$ cat src/rtl/l2_tlb_arbiter.sv
// rtl/l2_tlb_arbiter.sv - sequencer/arbiter for the shared 64-entry L2 TLB query and write ports
module l2_tlb_arbiter #(
    parameter int TIMEOUT = 31
) (
    input  logic        clk,
    input  logic        reset,
    input  logic        flush,
    input  logic        ireq_valid,
    input  logic [31:0] ireq_vaddr,
    output logic        ireq_ack,
    input  logic        dreq_valid,
    input  logic [31:0] dreq_vaddr,
    output logic        dreq_ack,
    input  logic        tlbp_req,
    input  logic        tlbw_req,
    input  logic        tlbw_random,
    output logic        iresp_valid,
    output logic        dresp_valid,
    output logic        tlbp_done,
    output logic        tlbw_done,
    output logic [78:0] resp_tlb,
    output logic        resp_hit,
    output logic [5:0]  resp_index,
    output logic        timeout_err,
    output logic        l2_qry_en,
    output logic [31:0] l2_qry_vaddr,
    output logic        l2_qry_useentryhi,
    output logic        l2_tlbwi_en,
    output logic        l2_tlbwr_en,
    input  logic [78:0] l2_qry_tlb,
    input  logic        l2_qry_isexist,
    input  logic [5:0]  l2_qry_index,
    input  logic        l2_qry_done
);

    typedef enum logic [2:0] {S_IDLE, S_BUSY, S_RESP, S_WRITE, S_WSETTLE} state_t;

    localparam logic [1:0] OWN_NONE = 2'd0;
    localparam logic [1:0] OWN_I    = 2'd1;
    localparam logic [1:0] OWN_D    = 2'd2;
    localparam logic [1:0] OWN_P    = 2'd3;
    localparam logic [7:0] TMO      = 8'(TIMEOUT);

    state_t      state_q, state_d;
    logic [1:0]  owner_q, owner_d;
    logic        rr_q, rr_d;          // 1: D wins the next I/D tie
    logic        cancel_q, cancel_d;  // flush seen since the current I/D grant
    logic [7:0]  cnt_q, cnt_d;

    logic        ireq_ack_q, ireq_ack_d, dreq_ack_q, dreq_ack_d;
    logic        iresp_q, iresp_d, dresp_q, dresp_d;
    logic        tlbp_done_q, tlbp_done_d, tlbw_done_q, tlbw_done_d;
    logic [78:0] resp_tlb_q, resp_tlb_d;
    logic        resp_hit_q, resp_hit_d;
    logic [5:0]  resp_index_q, resp_index_d;
    logic        timeout_q, timeout_d;
    logic        qry_en_q, qry_en_d;
    logic [31:0] qry_vaddr_q, qry_vaddr_d;
    logic        useentryhi_q, useentryhi_d;
    logic        tlbwi_q, tlbwi_d, tlbwr_q, tlbwr_d;

    // RESP doubles as an arbitration cycle so back-to-back queries reach 12-cycle throughput
    logic arb_en, i_ok, d_ok, gnt_w, gnt_p, gnt_i, gnt_d, gnt_q, done_hit, tmo_hit, cancel_now;
    assign arb_en     = (state_q == S_IDLE) || (state_q == S_RESP);
    assign i_ok       = ireq_valid & ~flush;
    assign d_ok       = dreq_valid & ~flush;
    assign gnt_w      = arb_en & tlbw_req;
    assign gnt_p      = arb_en & ~tlbw_req & tlbp_req;
    assign gnt_d      = arb_en & ~tlbw_req & ~tlbp_req & d_ok & (~i_ok | rr_q);
    assign gnt_i      = arb_en & ~tlbw_req & ~tlbp_req & i_ok & (~d_ok | ~rr_q);
    assign gnt_q      = gnt_p | gnt_d | gnt_i;
    assign done_hit   = (state_q == S_BUSY) && l2_qry_done;
    assign tmo_hit    = (state_q == S_BUSY) && !l2_qry_done && (cnt_q == TMO);
    assign cancel_now = cancel_q | flush;

    // State register
    always_ff @(posedge clk or posedge reset) begin
        if (reset) begin
            state_q <= S_IDLE;
        end else begin
            state_q <= state_d;
        end
    end

    // Next-state logic
    always_comb begin
        state_d = state_q;
        case (state_q)
            S_IDLE, S_RESP: begin
                if (gnt_w)      state_d = S_WRITE;
                else if (gnt_q) state_d = S_BUSY;
                else            state_d = S_IDLE;
            end
            S_BUSY:    if (done_hit || tmo_hit) state_d = S_RESP;
            S_WRITE:   state_d = S_WSETTLE;
            S_WSETTLE: state_d = S_IDLE;
            default:   state_d = S_IDLE;
        endcase
    end

    // Output and bookkeeping next values
    always_comb begin
        owner_d      = owner_q;
        rr_d         = rr_q;
        cancel_d     = cancel_q;
        cnt_d        = cnt_q;
        ireq_ack_d   = 1'b0;
        dreq_ack_d   = 1'b0;
        iresp_d      = 1'b0;
        dresp_d      = 1'b0;
        tlbp_done_d  = 1'b0;
        tlbw_done_d  = (state_q == S_WSETTLE);
        resp_tlb_d   = resp_tlb_q;
        resp_hit_d   = resp_hit_q;
        resp_index_d = resp_index_q;
        timeout_d    = 1'b0;
        qry_en_d     = 1'b0;
        qry_vaddr_d  = qry_vaddr_q;
        useentryhi_d = useentryhi_q;
        tlbwi_d      = 1'b0;
        tlbwr_d      = 1'b0;
        if (gnt_w) begin
            tlbwr_d = tlbw_random;
            tlbwi_d = ~tlbw_random;
        end else if (gnt_q) begin
            qry_en_d     = 1'b1;
            useentryhi_d = gnt_p;
            cnt_d        = 8'd0;
            cancel_d     = 1'b0;
            if (gnt_p) begin
                owner_d     = OWN_P;
                qry_vaddr_d = 32'd0;
            end else if (gnt_d) begin
                owner_d     = OWN_D;
                qry_vaddr_d = dreq_vaddr;
                dreq_ack_d  = 1'b1;
                rr_d        = 1'b0;
            end else begin
                owner_d     = OWN_I;
                qry_vaddr_d = ireq_vaddr;
                ireq_ack_d  = 1'b1;
                rr_d        = 1'b1;
            end
        end
        if (state_q == S_BUSY) begin
            cnt_d    = cnt_q + 8'd1;
            cancel_d = cancel_now;
            if (done_hit || tmo_hit) begin
                if (done_hit) begin
                    resp_tlb_d   = l2_qry_tlb;
                    resp_hit_d   = l2_qry_isexist;
                    resp_index_d = l2_qry_index;
                end else begin
                    resp_tlb_d   = 79'd0;
                    resp_hit_d   = 1'b0;
                    resp_index_d = 6'd0;
                    timeout_d    = 1'b1;
                end
                case (owner_q)
                    OWN_I:   iresp_d     = ~cancel_now;
                    OWN_D:   dresp_d     = ~cancel_now;
                    OWN_P:   tlbp_done_d = 1'b1;
                    default: ;
                endcase
            end
        end
    end

    // Registered outputs and bookkeeping
    always_ff @(posedge clk or posedge reset) begin
        if (reset) begin
            owner_q      <= OWN_NONE;
            rr_q         <= 1'b0;
            cancel_q     <= 1'b0;
            cnt_q        <= 8'd0;
            ireq_ack_q   <= 1'b0;
            dreq_ack_q   <= 1'b0;
            iresp_q      <= 1'b0;
            dresp_q      <= 1'b0;
            tlbp_done_q  <= 1'b0;
            tlbw_done_q  <= 1'b0;
            resp_tlb_q   <= 79'd0;
            resp_hit_q   <= 1'b0;
            resp_index_q <= 6'd0;
            timeout_q    <= 1'b0;
            qry_en_q     <= 1'b0;
            qry_vaddr_q  <= 32'd0;
            useentryhi_q <= 1'b0;
            tlbwi_q      <= 1'b0;
            tlbwr_q      <= 1'b0;
        end else begin
            owner_q      <= owner_d;
            rr_q         <= rr_d;
            cancel_q     <= cancel_d;
            cnt_q        <= cnt_d;
            ireq_ack_q   <= ireq_ack_d;
            dreq_ack_q   <= dreq_ack_d;
            iresp_q      <= iresp_d;
            dresp_q      <= dresp_d;
            tlbp_done_q  <= tlbp_done_d;
            tlbw_done_q  <= tlbw_done_d;
            resp_tlb_q   <= resp_tlb_d;
            resp_hit_q   <= resp_hit_d;
            resp_index_q <= resp_index_d;
            timeout_q    <= timeout_d;
            qry_en_q     <= qry_en_d;
            qry_vaddr_q  <= qry_vaddr_d;
            useentryhi_q <= useentryhi_d;
            tlbwi_q      <= tlbwi_d;
            tlbwr_q      <= tlbwr_d;
        end
    end

    assign ireq_ack          = ireq_ack_q;
    assign dreq_ack          = dreq_ack_q;
    assign iresp_valid       = iresp_q;
    assign dresp_valid       = dresp_q;
    assign tlbp_done         = tlbp_done_q;
    assign tlbw_done         = tlbw_done_q;
    assign resp_tlb          = resp_tlb_q;
    assign resp_hit          = resp_hit_q;
    assign resp_index        = resp_index_q;
    assign timeout_err       = timeout_q;
    assign l2_qry_en         = qry_en_q;
    assign l2_qry_vaddr      = qry_vaddr_q;
    assign l2_qry_useentryhi = useentryhi_q;
    assign l2_tlbwi_en       = tlbwi_q;
    assign l2_tlbwr_en       = tlbwr_q;

endmodule

$ cat config.mk
export PLATFORM = sky130hd
export DESIGN_NAME = l2_tlb_arbiter
export DESIGN_NICKNAME = d
export VERILOG_FILES = /design/src/rtl/l2_tlb_arbiter.sv
export SDC_FILE = /design/constraint.sdc
export NUM_CORES = 1
export LEC_CHECK = 0
export ABC_CLOCK_PERIOD_IN_PS = 5540
export BUFFER_PORTS_ARGS = -buffer_cell sky130_fd_sc_hd__buf_4
export CAP_MARGIN = 25
export CORE_MARGIN = 3
export CORE_UTILIZATION = 38
export CTS_CLUSTER_DIAMETER = 200
export CTS_CLUSTER_SIZE = 16
export DETAILED_ROUTE_END_ITERATION = 7
export PLACE_DENSITY = 0.67
export SETUP_SLACK_MARGIN = 0.05
export SLEW_MARGIN = 15
export SYNTH_ARGS = -nofsm -noshare
export SYNTH_HDL_FRONTEND = slang
export SYNTH_SLANG_ARGS = --single-unit
export TNS_END_PERCENT = 10
$ cat constraint.sdc
create_clock -name clk -period 5.54 [get_ports clk]
set_input_delay 0.554 -clock clk [delete_from_list [all_inputs] [get_ports clk]]
set_output_delay 0.554 -clock clk [all_outputs]
set_load 0.005 [all_outputs]
# After elaboration in Yosys (flattened, before gate mapping)
# Cells that the tools add are included.
# op_classes
addsub	1
bitwise	25
n_reduce_logical	13
muxes	41
n_eq_ne	10
# op_table
cell	n
79-bit two-way mux	1
32-bit two-way mux	2
1-bit two-way mux	29
8-bit two-way mux	3
1-bit bitwise AND	10
1-bit NOT	10
3-bit one-hot mux with 3 select lines	1
8-bit by 1-bit adder with 8-bit output, second input constant	1
8-bit by 5-bit == test with 1-bit output, second input constant	1
3-bit by 2-bit == test with 1-bit output, second input constant	2
2-bit two-way mux	3
6-bit two-way mux	1
2-bit AND reduction	3
1-bit OR	5
2-bit == test, second input constant	2
2-bit by 1-bit != test with 1-bit output, second input constant	2
3-bit by 1-bit == test with 1-bit output, second input constant	1
3-bit == test, second input constant	1
1-bit logical AND	3
3-bit zero test	1
3-bit two-way mux	1
3-bit AND reduction	1
2-bit by 1-bit == test with 1-bit output, second input constant	1
1-bit logical OR	2
3 further kinds	3
# totals
in_bits	159
wordCells	110
reg_bits	144

# Depth between registers and ports, before layout
# Gate-level depths: netlist of the first run.
# depth
word_depth	11
mapped_depth	6

# Worst setup path before layout of the first run
# No wires, ideal clock.
# synth_path
path_kind	register to register
start	reg cnt_q[0]
end	reg dresp_q, in the netlist dresp_valid
path_slack_ns	3.853
required_time_ns	5.473
setup_time_ns	0.067
path_stages_with_launch	7
arrival_time_ns	1.619
path_buffers	1
period_less_slack_ns	1.687
cell_sequence	dfrtp_1 ha_1 nand4_1 o41ai_2 nand2_2 buf_2 and4bb_2
# synth_via
elab_chain_cells	5
# synth_rtl
item	line	rtl
from (decl)	48	logic [7:0] cnt_q, cnt_d;
from (signal assigned)	195	cnt_q <= cnt_d;
8-bit by 5-bit == test with 1-bit output	73	assign tmo_hit = (state_q == S_BUSY) && !l2_qry_done && (cnt_q == TMO);
1-bit logical AND	73	
1-bit logical OR	148	if (done_hit || tmo_hit) begin
1-bit two-way mux	148	
1-bit two-way mux	145	if (state_q == S_BUSY) begin
net dresp_d	51	logic iresp_q, iresp_d, dresp_q, dresp_d;
to (signal assigned)	199	dresp_q <= dresp_d;
to (decl)	51	
# The timed path passes the listed nets, and every way through them passes these cells.
# A chain may end at the register's enable or synchronous reset.

# Worst setup path in the final report of the first run
# layout_path
start	reg state_q[2]
end	reg resp_tlb_q[19], in the netlist resp_tlb[19]
# layout_via
elab_chain_cells	5
# layout_rtl
item	line	rtl
from (decl)	44	state_t state_q, state_d;
from (signal assigned)	81	state_q <= state_d;
3-bit by 1-bit == test with 1-bit output *	72, 73, 145	
1-bit logical AND (2 in a row)	73	
1-bit logical OR	148	
2-bit AND reduction (no line)	n/a	
to (signal assigned)	202	resp_tlb_q <= resp_tlb_d;
to (decl)	53	logic [78:0] resp_tlb_q, resp_tlb_d;
# Every way passes the cells marked *; elsewhere a longest branch is shown, timed or not.

==> summary.md, run 1 <==
| Metric | Value |
|---|---|
| Placed cell area | `7880 um^2` |
| Status | `finished clean` |
| Post-synth EDFFs | `0` |
| GRT Total Usage | `19.9%` |
| Ys Warns | `0` |
| First-pass DRT Iterations | `4` |
| Setup-violating endpoint count in the final report | `0` |
| Initial antenna violation count | `0` |
| Unrepaired setup endpoints after global routing | `false` |
| Worst Setup Start Kind | `flip-flop` |
| First-pass GRT wire length | `25200 um` |
| P&R area growth vs syn | `52.2%` |
| Die W | `127 um` |
| Slew Viols, Final | `0` |
| Critical Path AT | `3.09 ns` |
| Crit Path Category | `reg2reg` |
| Port bufs | `287` |
| DP HPWL | `11800 um` |
| Post-route insts no fill | `910` |
| Sequential-to-total area share from yosys stat | `64.4%` |
| Ant diodes | `0` |
| Hold_buf cts | `0` |
| Remaining DRCs | `0` |
| Layout cells sized above 1 | `45.9%` |
| Core ar. | `14100 um^2` |
| Rows | `43` |
| Worst EP required | `5.88 ns` |
| Mean Syn Cell Area | `12.8 um^2` |
| Post-Synthesis Cells | `436` |
| Vias per cell | `5.12` |
| Crit path largest cell delay | `0.70 ns` |
| Clock Sink Count | `144` |
| Syn_nets | `596` |
| Slew @ Worst Pin | `0.935 ns` |
| Worst IR drop on VDD | `0.214 mV` |
| Critical path buffers and inverters | `1` |
| Main synth FF type | `dfrtp_1` |
| ANT nets after route | `0` |
| Skew-Pair Late Insertion Delay | `0.41 ns` |
| Root Driver | `clkbuf_16` |
| CP Cell Sequence | `or3b_1, nor2_4, buf_4, a22o_1` |
| Worst Skew | `0.00675 ns` |
| Final core area utilization | `60.2%` |
| Final hold vios | `0` |
| Final TNS setup | `0 ns` |
| Inst Count DP | `876` |
| DRT iter0 DRCs | `302` |
| H-tree depth | `4` |
| Die height | `127 um` |
| Critical Path Slowest Stage Cell | `nor2_4` |
| Max FO, Critical Path | `53` |
| Critical Path End Type | `flip-flop` |
| Largest net degree at the start of global routing | `86` |
| DR WL/cell | `18.1 um` |
| Post-synth cell types | `39` |
| Clock transition at path regs | `0.06 ns` |
| Cell area after layout | `8510 um^2` |
| Cell family with most CP delay | `simple AND/OR/NAND/NOR gates` |
| Cell Pwr Density | `521 nW/um^2` |
| Leak Pwr | `4.62 nW` |
| Total power | `4.44 mW` |
| # resized after CTS | `0` |
| TritonCTS Buffers | `17` |
| Final period util | `49.6%` |
| Async SR Flop Fraction | `100%` |
| Final worst path period need | `2.75 ns` |
| WL final | `16500 um` |
| RePlAce Congestion | `0.831` |
| Via count | `4661` |
| Max Clk Rate | `364 MHz` |
| CTS tree | `done` |
| Initial Util | `39.5%` |
| Synthesized area | `5590 um^2` |
| GRT overflow | `0` |
| Seq cells post-synth | `144` |
| Nets | `877` |
| Max_slew headroom | `36.8%` |
| IO Pins | `288` |
| Area of the die | `16200 um^2` |
| Vias in the first global route | `4673` |
| Clock buffer depth | `2` |
| Post-CTS Setup Inserts | `0` |
| Min-delay worst type | `in2async` |
| Max-Cap Viols | `0` |
==> logic make-up (layout without fill, tap and decap cells) <==
| logic type | Yosys count | after routing | synth area share (%) |
|---|---|---|---|
| adder cells (fa/ha/maj) | 1 | 1 | 0.224 |
| flip-flops | 144 | 144 | 64.4 |
| XOR/XNOR | 2 | 2 | 0.313 |
| buffers and inverters | 37 | 331 | 3.22 |
| AO/OA/AOI/OAI | 136 | 136 | 18.7 |
| multiplexers | 32 | 32 | 5.73 |
| AND/OR/NAND/NOR | 84 | 84 | 7.41 |
==> synth_stat cells (2+ instances only) <==
library cell / count / area share [%]
a211o_1: 2 / 0.31
a21oi_1: 4 / 0.36
a22o_1: 86 / 13
a31oi_1: 2 / 0.22
and3_1: 3 / 0.34
buf_2: 9 / 0.81
buf_4: 8 / 1.1
clkbuf_1: 14 / 0.94
dfrtp_1: 144 / 64
inv_1: 6 / 0.40
mux2i_1: 32 / 5.7
nand2_1: 44 / 3.0
nand3_1: 10 / 0.90
nand4_1: 2 / 0.22
nor2_1: 8 / 0.54
nor3_1: 3 / 0.27
o21a_1: 3 / 0.40
o21ai_0: 31 / 2.8
o21ai_1: 4 / 0.36
xor2_1: 2 / 0.31
==> cell type report <==
type | instances | area (um^2)
clock buffer | 19 | 453
multi-input combinational | 255 | 1840
timing repair buffer | 293 | 2230
tap | 180 | 225
sequential | 144 | 3600
fill | 1128 | 5640
clock inverter | 13 | 136
inverter | 6 | 27.5
==> state kept, by name, indices dropped and copies added, names as in the netlist, 2 cells and up <==
signal / cells
resp_tlb: 79
owner_q: 2
resp_index: 6
cnt_q: 8
l2_qry_vaddr: 32
state_q: 3
==> stage by stage <==
step / setup WS (ns) / hold WS (ns)
final: 2.79 / 0.269
after detailed placement: 2.83 / 0.476
after floorplan: 1.12 / 0.446
after global routing: 2.62 / 0.281
after global placement: 2.94 / 0.465
after CTS: 2.82 / 0.282
==> path summary, 6_finish.rpt <==
| check | startpoint | endpoint | slack, ns | cells after the start |
|---|---|---|---|---|
| min reg2reg | l2_qry_vaddr[29]$_DFFE_PP0P_ | l2_qry_vaddr[29]$_DFFE_PP0P_ | 0.49 | 2 |
| min | reset | resp_tlb[12]$_DFFE_PP0P_ | 0.27 | 2 |
| max reg2reg | state_q[2]$_DFFE_PP0P_ | resp_tlb[19]$_DFFE_PP0P_ | 2.79 | 4 |
| max in group asynchronous | reset | resp_tlb[73]$_DFFE_PP0P_ | 4.00 | 3 |
| max | state_q[2]$_DFFE_PP0P_ | resp_tlb[19]$_DFFE_PP0P_ | 2.79 | 4 |
| min in group clk | tlbw_random | l2_tlbwi_en$_DFF_PP0_ | 0.30 | 2 |
==> metal layers <==
metal / GRT usage (%) / share of wire (%) / up-vias
met5: 0 / 0 / -
met4: 6.06 / 1.7 / 0
met3: 7.61 / 10 / 16
met2: 32.8 / 49 / 211
met1: 24.3 / 39 / 2265
li1: - / - / 2169
==> layout by cell type (no fill, tap or decap), types with 2 or more instances in the layout <==
master,count
nor3_1,3
dfrtp_1,144
clkinvlp_4,4
nand4_1,2
nor2_1,8
nand2_1,44
o21a_1,3
nand3_1,10
inv_1,5
bufinv_16,2
a21oi_1,4
clkbuf_8,2
a22o_1,86
buf_4,291
o21ai_1,4
clkinv_2,4
clkbuf_16,17
xor2_1,2
a211o_1,2
and3_1,3
o21ai_0,31
mux2i_1,32
inv_6,3
==> power breakdown <==
part	internal, mW	leakage, nW	total (mW)	switching (mW)
sequential	1.49	1.84	1.77	0.284
clock	0.686	0.282	1.13	0.440
combinational	0.887	2.50	1.54	0.653
Note: power is estimated with default switching activity, not from simulation.
==> run 2: changes to the inputs <==
--- a/config.mk
+++ b/config.mk
@@ -5,7 +5,8 @@
 export SDC_FILE = /design/constraint.sdc
 export NUM_CORES = 1
 export LEC_CHECK = 0
-export ABC_CLOCK_PERIOD_IN_PS = 5540
+export ABC_AREA = 1
+export ABC_CLOCK_PERIOD_IN_PS = 2850
 export BUFFER_PORTS_ARGS = -buffer_cell sky130_fd_sc_hd__buf_4
 export CAP_MARGIN = 25
 export CORE_MARGIN = 3
@@ -13,7 +14,7 @@
 export CTS_CLUSTER_DIAMETER = 200
 export CTS_CLUSTER_SIZE = 16
 export DETAILED_ROUTE_END_ITERATION = 7
-export PLACE_DENSITY = 0.67
+export PLACE_DENSITY = 0.65
 export SETUP_SLACK_MARGIN = 0.05
 export SLEW_MARGIN = 15
 export SYNTH_ARGS = -nofsm -noshare
==> constraint.sdc (replaced) <==
create_clock -name clk -period 2.85 [get_ports clk]
set_input_delay 0.285 -clock clk [delete_from_list [all_inputs] [get_ports clk]]
set_output_delay 0.285 -clock clk [all_outputs]
set_load 0.005 [all_outputs]
==> run 2 against run 1 <==
- non-clock buffer count rose by 7
- utilization decreased by 2.4 points
- power grew 110%
- critical path type unchanged
==> summary.md, run 2 <==
| Metric | Value |
|---|---|
| # resized after CTS | `0` |
| Seq cells post-synth | `144` |
| Internal power | `6.21 mW` |
| Critical path buffers and inverters | `3` |
| Clock power frac | `25.7%` |
| Place WS | `0.809 ns` |
| Leak Pwr | `4.92 nW` |
| Top post-synthesis cells by count | `nand2_1 (211), dfrtp_1 (144), inv_1 (108)` |
| Via count | `5901` |
| WL final | `19200 um` |
| Crit path largest cell delay | `0.43 ns` |
| RePlAce Congestion | `0.815` |
| Main synth FF type | `dfrtp_1` |
| Crit Path Category | `reg2reg` |
| Port bufs | `287` |
| H-tree depth | `4` |
| Largest net degree at the start of global routing | `87` |
| Fillers | `1486` |
| Initial antenna violation count | `0` |
| Combinational fraction of design power | `36.5%` |
| Post-synth cell types | `27` |
| Largest family of logic cells by synthesized area | `simple AND/OR/NAND/NOR gates` |
| Die W | `136 um` |
| Final period util | `70.7%` |
| Remaining DRCs | `0` |
| Worst Skew | `0.00584 ns` |
| Unrepaired setup endpoints after global routing | `false` |
| Inst Count DP | `1227` |
| XOR/XNOR Fraction of Synth Area | `0.137%` |
| Hold_ws | `0.0264 ns` |
| Area of the die | `18400 um^2` |
| Skew-Pair Late Insertion Delay | `0.42 ns` |
| TritonCTS Buffers | `17` |
| Sequential-to-total area share from yosys stat | `56.5%` |
| Synthesized area | `6380 um^2` |
| Slew Viols, Final | `0` |
| Simple-Gate Fraction of Synth Area | `22.2%` |
| Cell family with most CP delay | `simple AND/OR/NAND/NOR gates` |
| Worst Setup Start Kind | `flip-flop` |
| Max FO, Critical Path | `57` |
| Post-CTS Setup Inserts | `0` |
| Switching power of the nets | `3.09 mW` |
| DRT iter0 DRCs | `303` |
| Cell taking the most area after synthesis | `dfrtp_1` |
| Worst EP required | `3.13 ns` |
| Ys Warns | `0` |
| Commonest cells after routing, fill and taps aside | `buf_4 (294), nand2_1 (211), dfrtp_1 (144)` |
| Layout cells sized above 1 | `33.3%` |
| Root Driver | `clkbuf_16` |
| Critical Path End Type | `flip-flop` |
| Yosys top cell area share | `56.5%` |
| Most common cell in the netlist | `nand2_1` |
| ANT nets after route | `0` |
| Ant diodes | `0` |
| Commonest non-fill, non-tap cell in the layout | `buf_4` |
| Die height | `136 um` |
| Initial Util | `39.4%` |
| Critical Path Slowest Stage Cell | `dfrtp_1` |
| DP HPWL | `13700 um` |
| Final worst slack | `0.836 ns` |
| Hold_buf cts | `0` |
| P&R area growth vs syn | `46.5%` |
| Worst IR drop on VDD | `0.429 mV` |
| Async SR Flop Fraction | `100%` |
| Nets | `1192` |
| Cell Pwr Density | `995 nW/um^2` |
| Vias in the first global route | `5627` |
| Multi-input logic area | `2090 um^2` |
| CTS tree | `done` |
| Final TNS setup | `0 ns` |
| CP Cell Sequence | `inv_2, nand3_2, inv_2, nand2_2, nand2_2, buf_12, o21ai_0` |
| Status | `finished clean` |
| Vias per cell | `4.68` |
| First-pass GRT wire length | `29900 um` |
| IO Pins | `288` |
| Critical Path AT | `2.30 ns` |
| Post-synth EDFFs | `0` |
| Post-route insts no fill | `1261` |
| Adder-Cell Fraction of Synth Area | `0.196%` |
| Final worst path period need | `2.01 ns` |
| Final hold vios | `0` |
| WHS Path Cells | `2` |
| Mean Syn Cell Area | `8.45 um^2` |
| First-pass DRT Iterations | `4` |
| Setup-violating endpoint count in the final report | `0` |
| Post-synthesis compound-gate area fraction | `10.4%` |
| Min-delay worst type | `in2reg` |
| Clock Sink Count | `144` |
| Post-synthesis mux area share | `0%` |
| Clock transition at path regs | `0.06 ns` |
| Max-Cap Viols | `0` |
| Top post-synthesis cells by area | `dfrtp_1 (57%), nand2_1 (12%), o21ai_0 (7.3%)` |
| Core ar. | `16200 um^2` |
| Max FFs per register | `79` |
| Max Clk Rate | `496 MHz` |
| GRT Total Usage | `20.6%` |
| Clock buffer depth | `2` |
| Worst Reg-to-Reg Cells | `7` |
| Rows | `46` |
| Sw frac | `33.3%` |
| GRT overflow | `0` |
| Max_slew headroom | `51.0%` |
| CP Depth | `7` |
| FF/Latch Area | `3600 um^2` |
| Sequential power share | `37.8%` |
| Slew @ Worst Pin | `0.733 ns` |
| Syn_nets | `915` |
| Post-Synthesis Cells | `755` |
| DR WL/cell | `15.3 um` |
==> run 2: changes by cell type after synthesis, sizes merged, moves of 3 or more <==
cell / delta
a22o: -86
and3: -3
inv: +106
o21ai: +88
nand2: +169
o21a: -3
nand4: +10
nand3: +68
buf: +11
mux2i: -32
nor2: +8
==> run 2: final cells by class <==
cell class / count / area share, %
tap: 216 / 2.89
clock buffer: 19 / 4.85
sequential: 144 / 38.6
timing repair buffer: 300 / 24.8
inverter: 112 / 4.54
clock inverter: 13 / 1.95
multi-input combinational: 457 / 22.4
==> run 2: final timing paths <==
path | from | end | slack (ns)
worst max-delay path | state_q[2]$_DFFE_PP0P_ | resp_tlb[42]$_DFFE_PP0P_ | 0.84
worst min-delay path | tlbw_random | l2_tlbwi_en$_DFF_PP0_ | 0.03
worst max register to register | state_q[2]$_DFFE_PP0P_ | resp_tlb[42]$_DFFE_PP0P_ | 0.84
worst min register to register | state_q[1]$_DFFE_PP0P_ | tlbw_done$_DFF_PP0_ | 0.43
max in group asynchronous | reset | resp_tlb[72]$_DFFE_PP0P_ | 1.74
min in group asynchronous | reset | resp_tlb[35]$_DFFE_PP0P_ | 0.37
==> run 2: logic make-up (layout without fill, tap and decap cells) <==
kind of cell,Yosys count,after routing
AO/OA/AOI/OAI,129,129
flip-flops,144,144
AND/OR/NAND/NOR,326,326
buffers and inverters,154,444
XOR/XNOR,1,1
adder cells (fa/ha/maj),1,1
==> run 2: power by group through the flow <==
stage	clock network [mW]	logic [mW]	registers, mW
6_report	2.39	3.40	3.52
5_1_grt	2.53	3.82	3.63
4_1_cts	2.44	3.46	3.52
3_5_place_dp	0	3.45	3.54
3_3_place_gp	0	3.39	3.53
2_1_floorplan	0	1.50	3.55
==> run 2: metal layers <==
layer	wire length (um)	up-vias	share of wire, %	global-route usage, %
li1	-	2934	-	-
met1	8210	2696	43	27.8
met2	8940	251	46	31.8
met3	1820	20	9.5	6.72
met4	275	0	1.4	6.38
met5	0	-	0	0
==> run 2: metrics by stage <==
step / util [%] / cell area (um^2) / power, mW
floorplan: - / 6380 / 5.05
global placement: 53.7 / 8680 / 6.92
detailed placement: 53.7 / 8680 / 6.99
CTS: 57.6 / 9320 / 9.42
global route: 57.8 / 9350 / 9.98
finish: 57.8 / 9350 / 9.30
